### config.mk
export PLATFORM = sky130hd
export DESIGN_NAME = ser_lane_arbiter
export DESIGN_NICKNAME = d
export VERILOG_FILES = /design/src/rtl/ser_arb_pkg.sv /design/src/rtl/rr_pick.sv /design/src/rtl/ser_lane_arbiter.sv
export SDC_FILE = /design/constraint.sdc
export NUM_CORES = 1
export LEC_CHECK = 0
export CAP_MARGIN = 15
export CORE_ASPECT_RATIO = 1.1
export CORE_MARGIN = 3
export CORE_UTILIZATION = 28
export CTS_CLUSTER_SIZE = 12
export DETAILED_ROUTE_END_ITERATION = 6
export PLACE_DENSITY_LB_ADDON = 0.12
export SLEW_MARGIN = 20
export SYNTH_ARGS = -nofsm -noshare
export SYNTH_HDL_FRONTEND = slang
export SYNTH_HIERARCHICAL = 1
export SYNTH_SLANG_ARGS = --single-unit
### constraint.sdc
create_clock -name clk -period 2.5 [get_ports clk]
set_input_delay 0.5 -clock clk [delete_from_list [all_inputs] [get_ports clk]]
set_output_delay 0.5 -clock clk [all_outputs]
set_load 0.01 [all_outputs]
### src/rtl/ser_arb_pkg.sv
// Shared types and default sizing for the serial lane arbiter.
package ser_arb_pkg;

  typedef enum logic [1:0] {
    IDLE    = 2'd0,
    GRANT   = 2'd1,
    XFER    = 2'd2,
    RELEASE = 2'd3
  } arb_state_t;

  localparam int N_LANES     = 4;
  localparam int ARB_TIMEOUT = 64;

endpackage

### src/rtl/rr_pick.sv
// Round-robin picker: first requesting lane at or after ptr, wrapping mod N.
import ser_arb_pkg::*;

module rr_pick #(
  parameter int N  = N_LANES,
  parameter int PW = $clog2(N)
) (
  input  logic [N-1:0]  req,
  input  logic [PW-1:0] ptr,
  output logic          found,
  output logic [PW-1:0] idx
);

  logic [2*N-1:0] dbl;
  logic [N-1:0]   rot;
  logic [N-1:0]   tmp;
  int             off;
  int             sum;

  // Rotate so bit 0 is the lane at ptr; the lowest set bit is the winner.
  always_comb begin
    found = |req;
    dbl   = {req, req} >> ptr;
    rot   = dbl[N-1:0];
    tmp   = '0;
    off   = 0;
    for (int i = N - 1; i >= 0; i--) begin
      tmp = rot >> i;
      if (tmp[0]) off = i;
    end
    sum = int'(ptr) + off;
    if (sum >= N) sum = sum - N;
    idx = PW'(sum);
  end

endmodule

### src/rtl/ser_lane_arbiter.sv
// Shares one serial detector between N lanes with round-robin grants,
// frame-based release and a grant timeout.
import ser_arb_pkg::*;

// state   | meaning
// IDLE    | no grant; pick next requesting lane from ptr
// GRANT   | lane granted, waiting for detector valid or timeout
// XFER    | detector frame in progress; hold grant until valid falls
// RELEASE | grant dropped for one cycle; ptr moved past served lane
module ser_lane_arbiter #(
  parameter int N       = N_LANES,
  parameter int TIMEOUT = ARB_TIMEOUT,
  parameter int PW      = $clog2(N),
  parameter int TW      = $clog2(TIMEOUT)
) (
  input  logic         clk,
  input  logic         rst,
  input  logic         clk_en,
  input  logic [N-1:0] req,
  input  logic [N-1:0] lane_ser_in,
  input  logic         det_ser_out,
  input  logic         det_ser_out_valid,
  output logic         det_ser_in,
  output logic [N-1:0] grant,
  output logic         lane_ser_out,
  output logic [N-1:0] lane_valid,
  output logic         busy,
  output logic         timeout_pulse
);

  arb_state_t    state;
  logic [PW-1:0] ptr;
  logic [PW-1:0] gidx;
  logic [TW-1:0] timer;

  logic          pick_found;
  logic [PW-1:0] pick_idx;
  logic [N-1:0]  pick_onehot;
  logic [PW-1:0] next_ptr;

  rr_pick #(
    .N  (N),
    .PW (PW)
  ) u_rr_pick (
    .req   (req),
    .ptr   (ptr),
    .found (pick_found),
    .idx   (pick_idx)
  );

  assign pick_onehot = {{(N-1){1'b0}}, 1'b1} << pick_idx;
  assign next_ptr    = (gidx == PW'(N - 1)) ? '0 : gidx + PW'(1);

  always_ff @(posedge clk or negedge rst) begin
    if (!rst) begin
      state         <= IDLE;
      grant         <= '0;
      ptr           <= '0;
      gidx          <= '0;
      timer         <= '0;
      timeout_pulse <= 1'b0;
    end else begin
      timeout_pulse <= 1'b0;
      if (clk_en) begin
        case (state)
          IDLE: begin
            if (pick_found) begin
              grant <= pick_onehot;
              gidx  <= pick_idx;
              timer <= '0;
              state <= GRANT;
            end
          end
          GRANT: begin
            if (det_ser_out_valid) begin
              state <= XFER;
            end else if (!req[gidx]) begin
              grant <= '0;
              ptr   <= next_ptr;
              state <= RELEASE;
            end else if (timer == TW'(TIMEOUT - 1)) begin
              grant         <= '0;
              ptr           <= next_ptr;
              timeout_pulse <= 1'b1;
              state         <= RELEASE;
            end else begin
              timer <= timer + TW'(1);
            end
          end
          XFER: begin
            if (!det_ser_out_valid) begin
              grant <= '0;
              ptr   <= next_ptr;
              state <= RELEASE;
            end
          end
          RELEASE: begin
            state <= IDLE;
          end
          default: begin
            grant <= '0;
            state <= IDLE;
          end
        endcase
      end
    end
  end

  assign det_ser_in   = |(lane_ser_in & grant);
  assign lane_ser_out = det_ser_out;
  assign lane_valid   = {N{det_ser_out_valid}} & grant;
  assign busy         = (state != IDLE);

  a_grant_onehot: assert property (@(posedge clk) disable iff (!rst) $onehot0(grant));

endmodule

==> key figures, run 1 <==
Job
  • Max-Cap Viols: 0

Pwr
  • Tot Pwr: 0.001622 W
  • Comb power frac: 56.7%
  • Leak: 0.7393 nW
  • Sequential share of power: 30.7%
  • Power per Cell Area: 977.8 nW/um^2
  • Switching share of power: 39.69%
  • Clock Power Share: 12.6%
  • Pint: 0.0009783 W
  • Maximum VDD drop: 654.9 uV
  • Sw Pwr: 0.0006439 W

Logic synthesis
  • Synthesized flop and latch total: 17
  • Post-Syn Area: 1247 sq um
  • Cells after Synth: 129
  • Top cells by count, synth: dfrtp_1 (17), nand2_1 (9), nand3_1 (8)
  • Netlist cell types: 48
  • Largest cells by area after synthesis: dfrtp_1 (34%), ha_1 (7.0%), mux2_4 (4.8%), mux2_2 (3.6%), nand3_1 (3.2%)
  • Most frequent cell after synthesis: dfrtp_1
  • Share of Yosys cell area claimed by the top area cell type: 34.10%
  • Synth async-reset ratio: 100.0%
  • Area leader, netlist: dfrtp_1
  • Post-synth EDFFs: 0
  • Post-synthesis sequential area ratio: 34.10%
  • Synthesized net count: 149
  • Syn avg cell area: 9.670 sq um
  • YS warnings: 6
  • Post-synth top flop: dfrtp_1

Setup path
  • Crit-path slowest cell: clkdlybuf4s50_1
  • Critical path data arrival time: 1810 ps
  • Crit end category: output port
  • Startpoint Class: primary input
  • Worst path most repeated cell: clkdlybuf4s50_1
  • Critical Path Fanout Max: 8
  • WP data required: 2000 ps
  • CP cell instances: clkdlybuf4s50_1 > and2_1 > clkdlybuf4s50_1
  • Slowest cell delay on critical path: 610 ps
  • Setup Crit Path Kind: in2out

Finish
  • ANT cells: 0
  • Share of cells above drive strength 1: 18.52%
  • Final nets: 183
  • Fillers: 430
  • Area delta synth->final: 33.00%

STA
  • Relative slew slack: 75.80%
  • Max frequency: 0.4331 GHz
  • Worst-Margin Slew: 360.8 ps
  • RSZ-0062 raised after global routing: no
  • Endpoints failing hold: 0
  • Fin crit period: 2309 ps
  • Hold_ws: 531.0 ps
  • Max Slew Vio Count: 0
  • Fin crit share: 92.36%
  • Final setup violation count: 0
  • Final Skew: 4.483 ps

GRT
  • Largest net degree at the start of global routing: 18
  • Initial antenna violation count: 0
  • Met2 Usage GRT: 18.89%
  • GR peak layer: met2
  • Met3 Use GR: 2.243%
  • Total GRT Usage: 11.70%
  • Global Route met1 Usage: 15.52%
  • Vias in the first global route: 1,133
  • First-pass GRT wire length: 5.181 mm
  • Global route overflow: 0

Floorplan
  • Initial Util: 30.32%
  • Die W: 69.64 um
  • DIE AREA: 5293 sq um
  • Core region area: 4114 sq um
  • # IOs: 25
  • Site row count: 24
  • Die H: 76.01 um

Drt
  • Drt total wl: 2.894 mm
  • WL/cell: 13.52 um
  • Residual DRC: 0
  • Routed vias: 1,090
  • Post-DRT Antenna Nets: 0
  • DR pass1 iterations: 4
  • Vias per cell: 5.093
  • Initial DRC count: 47

Clock network
  • CTS Buffer Depth: 2
  • TritonCTS Buffers: 3
  • Clock slew at reported path FFs: 70 ps
  • H-tree Lvls: 1
  • Clock Latency Late Sink: 250 ps
  • CTS Root Cell: clkbuf_8
  • # clock sinks: 17
  • TritonCTS clock tree: yes
  • Hold buffer count at cts: 0

Min path
  • Worst Hold Class: reg2reg

Placed design
  • GP Congestion: 0.7777
  • Post-detailed-placement half-perimeter wirelength: 2.260 mm
  • PortBufs: 22

Outcome
  • Status: complete, no violations
worst paths after layout:
check	cells after the start	end	slack (ps)	from
worst min register to register	1	timer[5]	530	timer[5]
max in group asynchronous	2	grant[0]	1730	rst
min in group asynchronous	2	state[0]	570	rst
worst min-delay path	1	timer[5]	530	timer[5]
worst max register to register	9	grant[3]	390	ptr[0]
worst max-delay path	3	lane_valid[1]	190	det_ser_out_valid
cell families (layout without fill, tap and decap cells):
kind of cell / after synthesis / after routing / synth area share, %
AO/OA/AOI/OAI: 29 / 29 / 18.76
XOR/XNOR: 3 / 3 / 2.107
adder cells (fa/ha/maj): 7 / 7 / 7.021
buffers and inverters: 12 / 45 / 4.313
flip-flops: 17 / 17 / 34.10
multiplexers: 10 / 10 / 11.03
AND/OR/NAND/NOR: 51 / 51 / 22.67
flip-flops by register name, indices dropped and copies added (netlist names):
signal / count
gidx: 2
state: 2
timeout_pulse: 1
grant: 4
timer: 6
ptr: 2
power by group through the flow:
stage,Combinational (W),Sequential [W],Clock (W)
6_report,0.000919,0.000498,0.000205
5_1_grt,0.00103,0.000525,0.000224
4_1_cts,0.000914,0.000502,0.000216
3_5_place_dp,0.000911,0.000507,0
3_3_place_gp,0.000900,0.000500,0
2_1_floorplan,0.000639,0.000468,0
placed cells by master, fill, tap and decap left out, types with 2 or more instances in the layout:
cell / synthesis / routed
nand3_1: 8 / 8
o311ai_0: 3 / 3
dlymetal6s2s_1: 0 / 4
buf_4: 2 / 12
mux2_4: 4 / 4
clkdlybuf4s50_1: 0 / 18
nor3b_1: 4 / 4
o21ai_0: 3 / 3
mux2_2: 4 / 4
nor2b_1: 2 / 2
clkbuf_8: 0 / 3
ha_1: 7 / 7
nand2b_1: 4 / 4
a21oi_1: 5 / 5
inv_1: 7 / 7
a22o_1: 2 / 2
dfrtp_1: 17 / 17
nor2_1: 7 / 7
a22oi_1: 2 / 2
nand2_1: 9 / 9
nor3_1: 4 / 4
and2_1: 4 / 4
per-stage QoR:
stage	setup TNS (ps)	worst slack, ps	instances	instance area (sq um)	utilization [%]
floorplan	0	534.0	129	1247	-
global placement	-639.0	-171.6	210	1595	38.78
detailed placement	-797.1	-213.7	210	1595	38.78
CTS	0	41.31	214	1642	39.90
global route	0	109.0	214	1659	40.33
finish	0	190.9	214	1659	40.33
metal layers:
layer  part of all wire [%]  wire length (um)  vias to the layer above
met3                    2.3                67                        5
met4                    1.0                30                        0
met1                     48              1388                      524
met5                      0                 0                        -
li1                       -                 -                      546
met2                     49              1407                       15
final cells by class:
type                            instances  area [sq um]  area share [%]
Timing Repair Buffer                   34         320.3           19.31
Multi-Input combinational cell        100         775.7           46.76
Clock buffer                            3         41.29           2.489
Clock inverter                          1         5.005          0.3017
Sequential cell                        17         425.4           25.64
Tap cell                               52         65.06           3.922
Inverter                                7         26.28           1.584
critical path: cells and delay by family:
| kind | cells | cell delay, ps |
|---|---|---|
| buf+inv | 2 | 1140 |
| simple gates | 1 | 160 |
timing repair:
action | in CTS | in global routing
buffers inserted | 0 | 0
endpoints found under the setup margin | 0 | 4
gates resized for setup | 0 | 5
Power figures use the tool's default switching activity.
==> run 2, diff against run 1 <==
--- a/config.mk
+++ b/config.mk
@@ -17,3 +17,4 @@
 export SYNTH_HDL_FRONTEND = slang
 export SYNTH_HIERARCHICAL = 1
 export SYNTH_SLANG_ARGS = --single-unit
+export TNS_END_PERCENT = 30
==> results of run 2 <==
The final DEF is identical to that of run 1; final timing and power are the same.
